==> config.mk <==
export PLATFORM = sky130hd
export DESIGN_NAME = mem_block_mover
export DESIGN_NICKNAME = d
export VERILOG_FILES = /design/src/rtl/mem_block_mover.sv
export SDC_FILE = /design/constraint.sdc
export NUM_CORES = 1
export LEC_CHECK = 0
export BUFFER_PORTS_ARGS = -buffer_cell sky130_fd_sc_hd__buf_2
export CAP_MARGIN = 10
export CORE_ASPECT_RATIO = 0.7
export CORE_MARGIN = 2
export CORE_UTILIZATION = 50
export CTS_CLUSTER_DIAMETER = 40
export CTS_CLUSTER_SIZE = 14
export DETAILED_ROUTE_END_ITERATION = 10
export GPL_TIMING_DRIVEN = 0
export PLACE_DENSITY_LB_ADDON = 0.12
export SETUP_SLACK_MARGIN = 0.5
export SYNTH_ARGS = -nofsm -noshare
export SYNTH_HDL_FRONTEND = slang
export SYNTH_SLANG_ARGS = --single-unit
==> constraint.sdc <==
create_clock -name clk -period 2.2 [get_ports clk]
set_input_delay 0.22 -clock clk [delete_from_list [all_inputs] [get_ports clk]]
set_output_delay 0.22 -clock clk [all_outputs]
set_load 0.02 [all_outputs]
==> src/rtl/mem_block_mover.sv <==
// Block copy / fill engine driving a single-port data memory.
// Ports: clk, rst_n, start/mode/src_addr/dst_addr/length/fill_value in; busy/done/err out; mem_* memory port.
module mem_block_mover #(
  parameter int AD_WD     = 16,
  parameter int DATA_WD   = 32,
  parameter int LEN_WD    = 8,
  parameter int MEM_DEPTH = 100
) (
  input  logic               clk,
  input  logic               rst_n,
  input  logic               start,
  input  logic               mode,
  input  logic [AD_WD-1:0]   src_addr,
  input  logic [AD_WD-1:0]   dst_addr,
  input  logic [LEN_WD-1:0]  length,
  input  logic [DATA_WD-1:0] fill_value,
  output logic               busy,
  output logic               done,
  output logic               err,
  output logic [AD_WD-1:0]   mem_address,
  output logic               mem_write,
  output logic [DATA_WD-1:0] mem_wdata,
  input  logic [DATA_WD-1:0] mem_rdata
);

  // Range sums are one bit wider than the widest operand so they never wrap.
  localparam int EW = ((AD_WD > LEN_WD) ? AD_WD : LEN_WD) + 1;
  localparam logic [EW-1:0] DEPTH = EW'(MEM_DEPTH);

  typedef enum logic [1:0] {
    IDLE,
    RD,
    WR,
    DONE
  } state_t;

  state_t             state_q, state_d;
  logic [AD_WD-1:0]   src_q, src_d;
  logic [AD_WD-1:0]   dst_q, dst_d;
  logic [LEN_WD-1:0]  cnt_q, cnt_d;
  logic               mode_q, mode_d;
  logic [DATA_WD-1:0] fill_q, fill_d;
  logic [DATA_WD-1:0] buf_q, buf_d;
  logic               err_q, err_d;

  logic [EW-1:0] dst_end;
  logic [EW-1:0] src_end;
  logic          range_err;

  assign dst_end   = EW'(dst_addr) + EW'(length);
  assign src_end   = EW'(src_addr) + EW'(length);
  assign range_err = (dst_end > DEPTH) ||
                     (!mode && (src_end > DEPTH));

  assign err = err_q;

  always_ff @(posedge clk or negedge rst_n) begin
    if (!rst_n) begin
      state_q <= IDLE;
      src_q   <= '0;
      dst_q   <= '0;
      cnt_q   <= '0;
      mode_q  <= 1'b0;
      fill_q  <= '0;
      buf_q   <= '0;
      err_q   <= 1'b0;
    end else begin
      state_q <= state_d;
      src_q   <= src_d;
      dst_q   <= dst_d;
      cnt_q   <= cnt_d;
      mode_q  <= mode_d;
      fill_q  <= fill_d;
      buf_q   <= buf_d;
      err_q   <= err_d;
    end
  end

  always_comb begin
    state_d     = state_q;
    src_d       = src_q;
    dst_d       = dst_q;
    cnt_d       = cnt_q;
    mode_d      = mode_q;
    fill_d      = fill_q;
    buf_d       = buf_q;
    err_d       = 1'b0;
    busy        = 1'b0;
    done        = 1'b0;
    mem_address = '0;
    mem_write   = 1'b0;
    mem_wdata   = '0;
    unique case (state_q)
      IDLE: begin
        if (start) begin
          src_d  = src_addr;
          dst_d  = dst_addr;
          cnt_d  = length;
          mode_d = mode;
          fill_d = fill_value;
          if (range_err) begin
            err_d = 1'b1;
          end else if (length == '0) begin
            state_d = DONE;
          end else begin
            state_d = mode ? WR : RD;
          end
        end
      end
      RD: begin
        busy        = 1'b1;
        mem_address = src_q;
        buf_d       = mem_rdata;
        state_d     = WR;
      end
      WR: begin
        busy        = 1'b1;
        mem_address = dst_q;
        mem_write   = 1'b1;
        mem_wdata   = mode_q ? fill_q : buf_q;
        src_d       = src_q + AD_WD'(1);
        dst_d       = dst_q + AD_WD'(1);
        cnt_d       = cnt_q - LEN_WD'(1);
        if (cnt_q == LEN_WD'(1)) begin
          state_d = DONE;
        end else begin
          state_d = mode_q ? WR : RD;
        end
      end
      DONE: begin
        done    = 1'b1;
        state_d = IDLE;
      end
      default: state_d = IDLE;
    endcase
  end

endmodule
==> flow_summary.yaml, run 1 <==
place:
  postPlaceCellArea_um2: 8528
  dp_hpwl_um: 16000
  dp_cells: 1116
  io_buffers: 155
  gp_congestion: 0.9298
grt:
  grt_pass1_vias: 7234
  grt-busiest-layer: "met2"
  use_met2_pct: 51.04
  grt_util_met1_pct: 47.17
  grt_max_degree: 67
  grt.met3_usage_pct: 7.719
  antenna_found_initial: 0
  grt_overflow: 0
  grt_pass1_wl_um: 40390
  grt_util_all_layers_pct: 33.30
timing:
  period_needed_ps: 2624
  max_freq_mhz: 381.1
  tns_ps: -1154
  worstMarginPinSlew_ps: 937.3
  finalHoldViolCount: 2
  timing.final.crit_share_pct: 119.3
  finalSetupViolations: 4
  fin_ws_ps: -424.0
  relSlewSlack_pct: 37.51
  rsz0062_at_grt: "true"
  fin_worst_skew_ps: 19.47
  holdWs_ps: -3.227
  slew_violations: 0
critical_path:
  cp_max_fo: 4
  critPathLaunchType: "primary input"
  crit_path_end_kind: "flip-flop"
  cp.arrival_ps: 2890
  worst-setup-path-type: "in -> reg"
  crit_required_ps: 2470
detailed_routing:
  drtIter0Drc: 1050
  wl_per_cell_um: 25.60
  drc: 0
  drt_wl_total_um: 31350
  vias: 8266
  vias_per_cell: 6.748
  dr.pass1.iters: 6
  antenna_left: 0
cells_and_area:
  design_area_um2: 11730
  nFillCells: 686
  mostFrequentLayoutCells: "buf_2 (101), dfrtp_1 (101), buf_6 (81)"
  syn2layout_area_growth_pct: 63.79
  multi_input_area_um2: 5444
  stdcell_count: 1225
  ff_latch_area_um2: 2711
  layout-drive-gt1-share_pct: 55.42
  layout.nets: 1163
synth:
  ys_types: 73
  synthArstFlopShare_pct: 100.0
  synth_area_um2: 7161
  synth_ff_type: "dfrtp_1"
  synth-edff-count: 0
  synth_cells: 770
  syn_nets: 904
  synth-seq-cells: 108
  ys_seq_area_share_pct: 37.74
  synth.avg_cell_area_um2: 9.300
  yosys_warnings: 0
floorplanning:
  die_y_um: 104.1
  num_rows: 36
  die_w_um: 147.0
  start_util_pct: 51.28
  dieArea_um2: 15310
  fp.coreArea_um2: 13960
  io_pins: 160
power_and_ir_drop:
  ir_worst_vdd_v: 0.0007285
  swShare_pct: 44.61
  combPwrFrac_pct: 65.3
  leakage_uw: 0.005122
  p_int_uw: 9361
  power_frac_clock_pct: 10.2
  p_sw_uw: 7540
  power_density_nw_per_um2: 1441
  p_seq_share_pct: 24.6
min_path:
  hold_path_class: "in -> async"
clocking:
  cts_tree: "built"
  htree_levels: 3
  clock-root-buffer: "clkbuf_16"
  insertion_delay_ps: 360
  clkTransAtPathRegs_ps: 100
  hold_buffers: 0
  cts_buffers: 9
  cts_buffer_depth: 2
  cts_sinks: 108
outcome:
  status: "finished, violations left"
  violations: "hold timing, setup timing"
flow_run:
  maxCapViolCount: 0
power by group through the flow:
| stage | combinational (uW) | sequential [uW] | clock [uW] |
|---|---|---|---|
| final | 11000 | 4150 | 1720 |
| after global routing | 11400 | 4200 | 1800 |
| after CTS | 9060 | 3840 | 1670 |
| after detailed placement | 6210 | 3850 | 0 |
| after global placement | 6120 | 3820 | 0 |
| after floorplan | 4770 | 3580 | 0 |
timing repair:
action	CTS	global route
resized for setup	372	156
endpoints found under the setup margin	157	126
gates cloned	5	7
pin swaps	74	59
setup buffers	58	22
per-stage QoR:
| step | setup slack (ps) | util, % | power (uW) |
|---|---|---|---|
| global route | -478.3 | 83.98 | 17420 |
| finish | -424.0 | 84.00 | 16900 |
| detailed placement | -656.2 | 61.08 | 10070 |
| global placement | -629.7 | 60.86 | 9941 |
| floorplan | -107.7 | - | 8351 |
| CTS | -99.84 | 77.98 | 14570 |
synthesized netlist by cell type (all sizes together) (4+ instances only):
cell / n / area, um2
a21oi: 56 / 284.0
nand4: 4 / 25.02
a31oi: 14 / 87.58
a311oi: 4 / 41.29
inv: 14 / 52.55
xor2: 4 / 35.03
o22a: 20 / 175.2
nand3: 33 / 165.2
a21o: 6 / 45.04
o211ai: 7 / 66.31
a21boi: 6 / 48.80
o22ai: 25 / 156.4
nor2b: 17 / 106.4
clkbuf: 39 / 146.4
nor2: 62 / 232.7
nor3: 10 / 50.05
and3: 16 / 100.1
a22oi: 14 / 105.1
mux2: 64 / 720.7
dfrtp: 108 / 2703
o31ai: 5 / 51.30
a211oi: 8 / 65.06
mux2i: 40 / 400.4
buf: 16 / 72.56
nand2: 48 / 180.2
o21ai: 44 / 220.2
nor4: 6 / 37.54
ha: 24 / 300.3
o21a: 4 / 30.03
logic make-up after synthesis:
group                      Yosys count  synth area share, %
AOI/OAI and AO/OA                  239                22.56
and+or+nand+nor                    217                14.71
DFF                                108                37.74
muxes                              104                15.66
buffers and inverters               70                3.844
adders and majority gates           26                4.753
xor gates and xnor gates             6               0.7339
final cells by class:
cell class | count | area share (%)
inverters | 15 | 0.6294
plain buffers | 55 | 6.209
multi-input cells | 592 | 46.42
diodes | 1 | 0.02134
clock buffers | 10 | 2.038
flip-flops and latches | 108 | 23.12
clock inverters | 6 | 0.5334
well taps | 190 | 2.027
repair buffers | 248 | 19.01
worst paths after layout:
check                      slack (ps)              startpoint  depth (start not counted)                     end
max                              -420             dst_addr[0]                         12  state_q[0]$_DFFE_PN0P_
min                                -3                   rst_n                          1   dst_q[11]$_DFFE_PN0P_
max reg2reg                       -10  state_q[0]$_DFFE_PN0P_                         11   dst_q[11]$_DFFE_PN0P_
min reg2reg                       510    buf_q[5]$_DFFE_PN0P_                          1    buf_q[5]$_DFFE_PN0P_
max in group asynchronous        1450                   rst_n                          2    cnt_q[4]$_DFFE_PN0P_
min in group clk                   90          fill_value[21]                          2  fill_q[21]$_DFFE_PN0P_
worst max-delay path, stage by stage:
cell	delay (ps)
buf_2	110
ha_1	250
fa_1	440
a21oi_2	200
nor2b_1	240
xor2_1	180
a21oi_1	90
o32a_1	220
a311oi_4	300
buf_4	200
nand4_1	180
a31oi_1	260
registers in the layout, indices dropped and copies added (netlist names):
register  flops
buf_q        32
cnt_q         8
dst_q        16
err           1
fill_q       32
mode_q        1
src_q        16
state_q       2
metal layers:
layer	share of wire, %	vias to the layer above	wire length, um
li1	-	3422	-
met1	39	3964	12200
met2	44	660	13750
met3	11	220	3502
met4	6.1	0	1912
met5	0	-	0
No activity file was read; power rests on OpenSTA's default activity.
==> run 2: changes to the inputs <==
Settings changed: TNS_END_PERCENT set to 10.
==> flow_summary.yaml, run 2 (synthesis gave the netlist of run 1 again) <==
outcome:
  status: "finished, violations left"
  violations: "setup timing"
critical_path:
  crit_required_ps: 2440
  rr_startpoint: "state_q[0]$_DFFE_PN0P_"
  cp.arrival_ps: 2560
  crit_path_end_kind: "flip-flop"
  reg2reg_depth: 10
  cp_max_fo: 9
  critPathLaunchType: "primary input"
  reg2reg_slack_ps: 10
  cp-startpoint: "length[3]"
  timing.rr.end: "dst_q[13]$_DFFE_PN0P_"
  worst-setup-path-type: "in -> reg"
place:
  dp_hpwl_um: 15890
  io_buffers: 155
  gp_congestion: 0.9276
  postPlaceCellArea_um2: 8334
clocking:
  clock-root-buffer: "clkbuf_16"
  insertion_delay_ps: 360
  htree_levels: 3
  cts_sinks: 108
  cts_buffer_depth: 2
  cts_buffers: 9
  cts_tree: "built"
  clkTransAtPathRegs_ps: 90
grt:
  grt_overflow: 0
  grt_pass1_wl_um: 34980
  grt_max_degree: 64
  grt_pass1_vias: 6479
  grt_util_all_layers_pct: 29.04
  antenna_found_initial: 0
power_and_ir_drop:
  power_density_nw_per_um2: 1350
  ir_worst_vdd_v: 0.0006238
  leakage_uw: 0.004416
floorplanning:
  start_util_pct: 51.28
  num_rows: 36
  dieArea_um2: 15310
  die_y_um: 104.1
  fp.coreArea_um2: 13960
  die_w_um: 147.0
  io_pins: 160
detailed_routing:
  dr.pass1.iters: 5
  vias_per_cell: 6.107
  antenna_left: 0
  wl_per_cell_um: 20.11
  drt_wl_total_um: 23410
  drc: 0
  vias: 7109
  drtIter0Drc: 640
cells_and_area:
  design_area_um2: 10440
  layout-drive-gt1-share_pct: 47.54
  syn2layout_area_growth_pct: 45.85
  reg_top3: "buf_q (32), fill_q (32)"
  layout.nets: 1103
  antenna_cells: 0
  multi_input_area_um2: 5017
  fin_util_pct: 74.79
  mostFrequentLayoutCell: "buf_2"
  ff_latch_area_um2: 2708
  nFillCells: 981
  mostFrequentLayoutCells: "buf_2 (109), dfrtp_1 (104), mux2_2 (64)"
timing:
  fin_ws_ps: -123.1
  period_needed_ps: 2323
  relSlewSlack_pct: 55.65
  max_freq_mhz: 430.5
  fin_worst_skew_ps: 8.858
  slew_violations: 0
  timing.final.crit_share_pct: 105.6
  finalHoldViolCount: 0
  finalSetupViolations: 3
  worstMarginPinSlew_ps: 665.2
  rsz0062_at_grt: "true"
min_path:
  hold_end: "buf_q[8]$_DFFE_PN0P_"
  min_from: "mem_rdata[8]"
  hold_depth: 2
  hold_path_class: "in -> reg"
flow_run:
  maxCapViolCount: 0
[run 2: cell count changes in the layout (fill, tap and decap cells not counted), moves of 7 or more]
cell and delta:
clkbuf_16 -9, buf_6 -22, a21oi_2 -8, buf_4 -27, nor2_1 +7, mux2_2 +32, nor2b_1 +8, mux2_4 -32
buf_2 +8, buf_8 -10, a21oi_1 +8
[run 2: per-stage QoR]
step / hold WS [ps] / cells / power, uW / TNS (ps) / setup slack, ps
after floorplan: -75.59 / 770 / 7991 / -200.5 / -107.7
after global placement: 451.4 / 1115 / 9587 / -58300 / -633.4
after detailed placement: 297.2 / 1116 / 9723 / -16470 / -636.0
after CTS: 74.37 / 1141 / 12790 / -440.4 / -209.3
after global routing: 79.09 / 1164 / 14880 / -569.9 / -188.6
final: 81.64 / 1164 / 14100 / -291.3 / -123.1
[run 2: layer usage]
metal / part of all wire, % / GRT usage (%)
met1: 44 / 41.82
met2: 45 / 43.06
met3: 9.6 / 8.728
met4: 1.8 / 6.937
met5: 0 / 0
[run 2: layout make-up]
| class | count | area share, % |
|---|---|---|
| Multi-Input combinational cell | 592 | 48.04 |
| Sequential cell | 108 | 25.93 |
| Timing Repair Buffer | 188 | 13.90 |
| Buffer | 55 | 6.194 |
| Tap cell | 190 | 2.276 |
| Clock buffer | 9 | 2.156 |
| Clock inverter | 7 | 0.8147 |
| Inverter | 15 | 0.6949 |
[run 2: timing repair]
action / CTS / global route
endpoints found under the setup margin: 157 / 112
cloned: 0 / 3
buffers inserted: 8 / 20
hold endpoints to repair: 45 / 0
resized for setup: 252 / 186
hold buffers: 1 / 0
pin swaps: 27 / 72
[run 2: critical path, cell delays in order]
cell and delay, ps:
buf_2 180, ha_4 290, buf_6 130, o211ai_4 80, o211ai_1 270, a21oi_2 130
or4_4 530, o311a_4 180, o31ai_4 270, nand4_1 140, o2bb2ai_1 150
[run 2: worst max-delay path by stage]
stage | endpoint | cells past startpoint
2_1_floorplan | state_q[1]$_DFFE_PN0P_ | 10
3_3_place_gp | state_q[1]$_DFFE_PN0P_ | 11
3_5_place_dp | state_q[1]$_DFFE_PN0P_ | 11
4_1_cts | state_q[1]$_DFFE_PN0P_ | 11
5_1_grt | state_q[0]$_DFFE_PN0P_ | 11
6_report | state_q[1]$_DFFE_PN0P_ | 11
[run 2: where the power goes]
group | internal, uW | switching, uW | total, uW | leakage [uW]
Sequential | 2990 | 991 | 3980 | 0.00124
Combinational | 4160 | 4260 | 8410 | 0.00302
Clock | 827 | 877 | 1700 | 0.000149
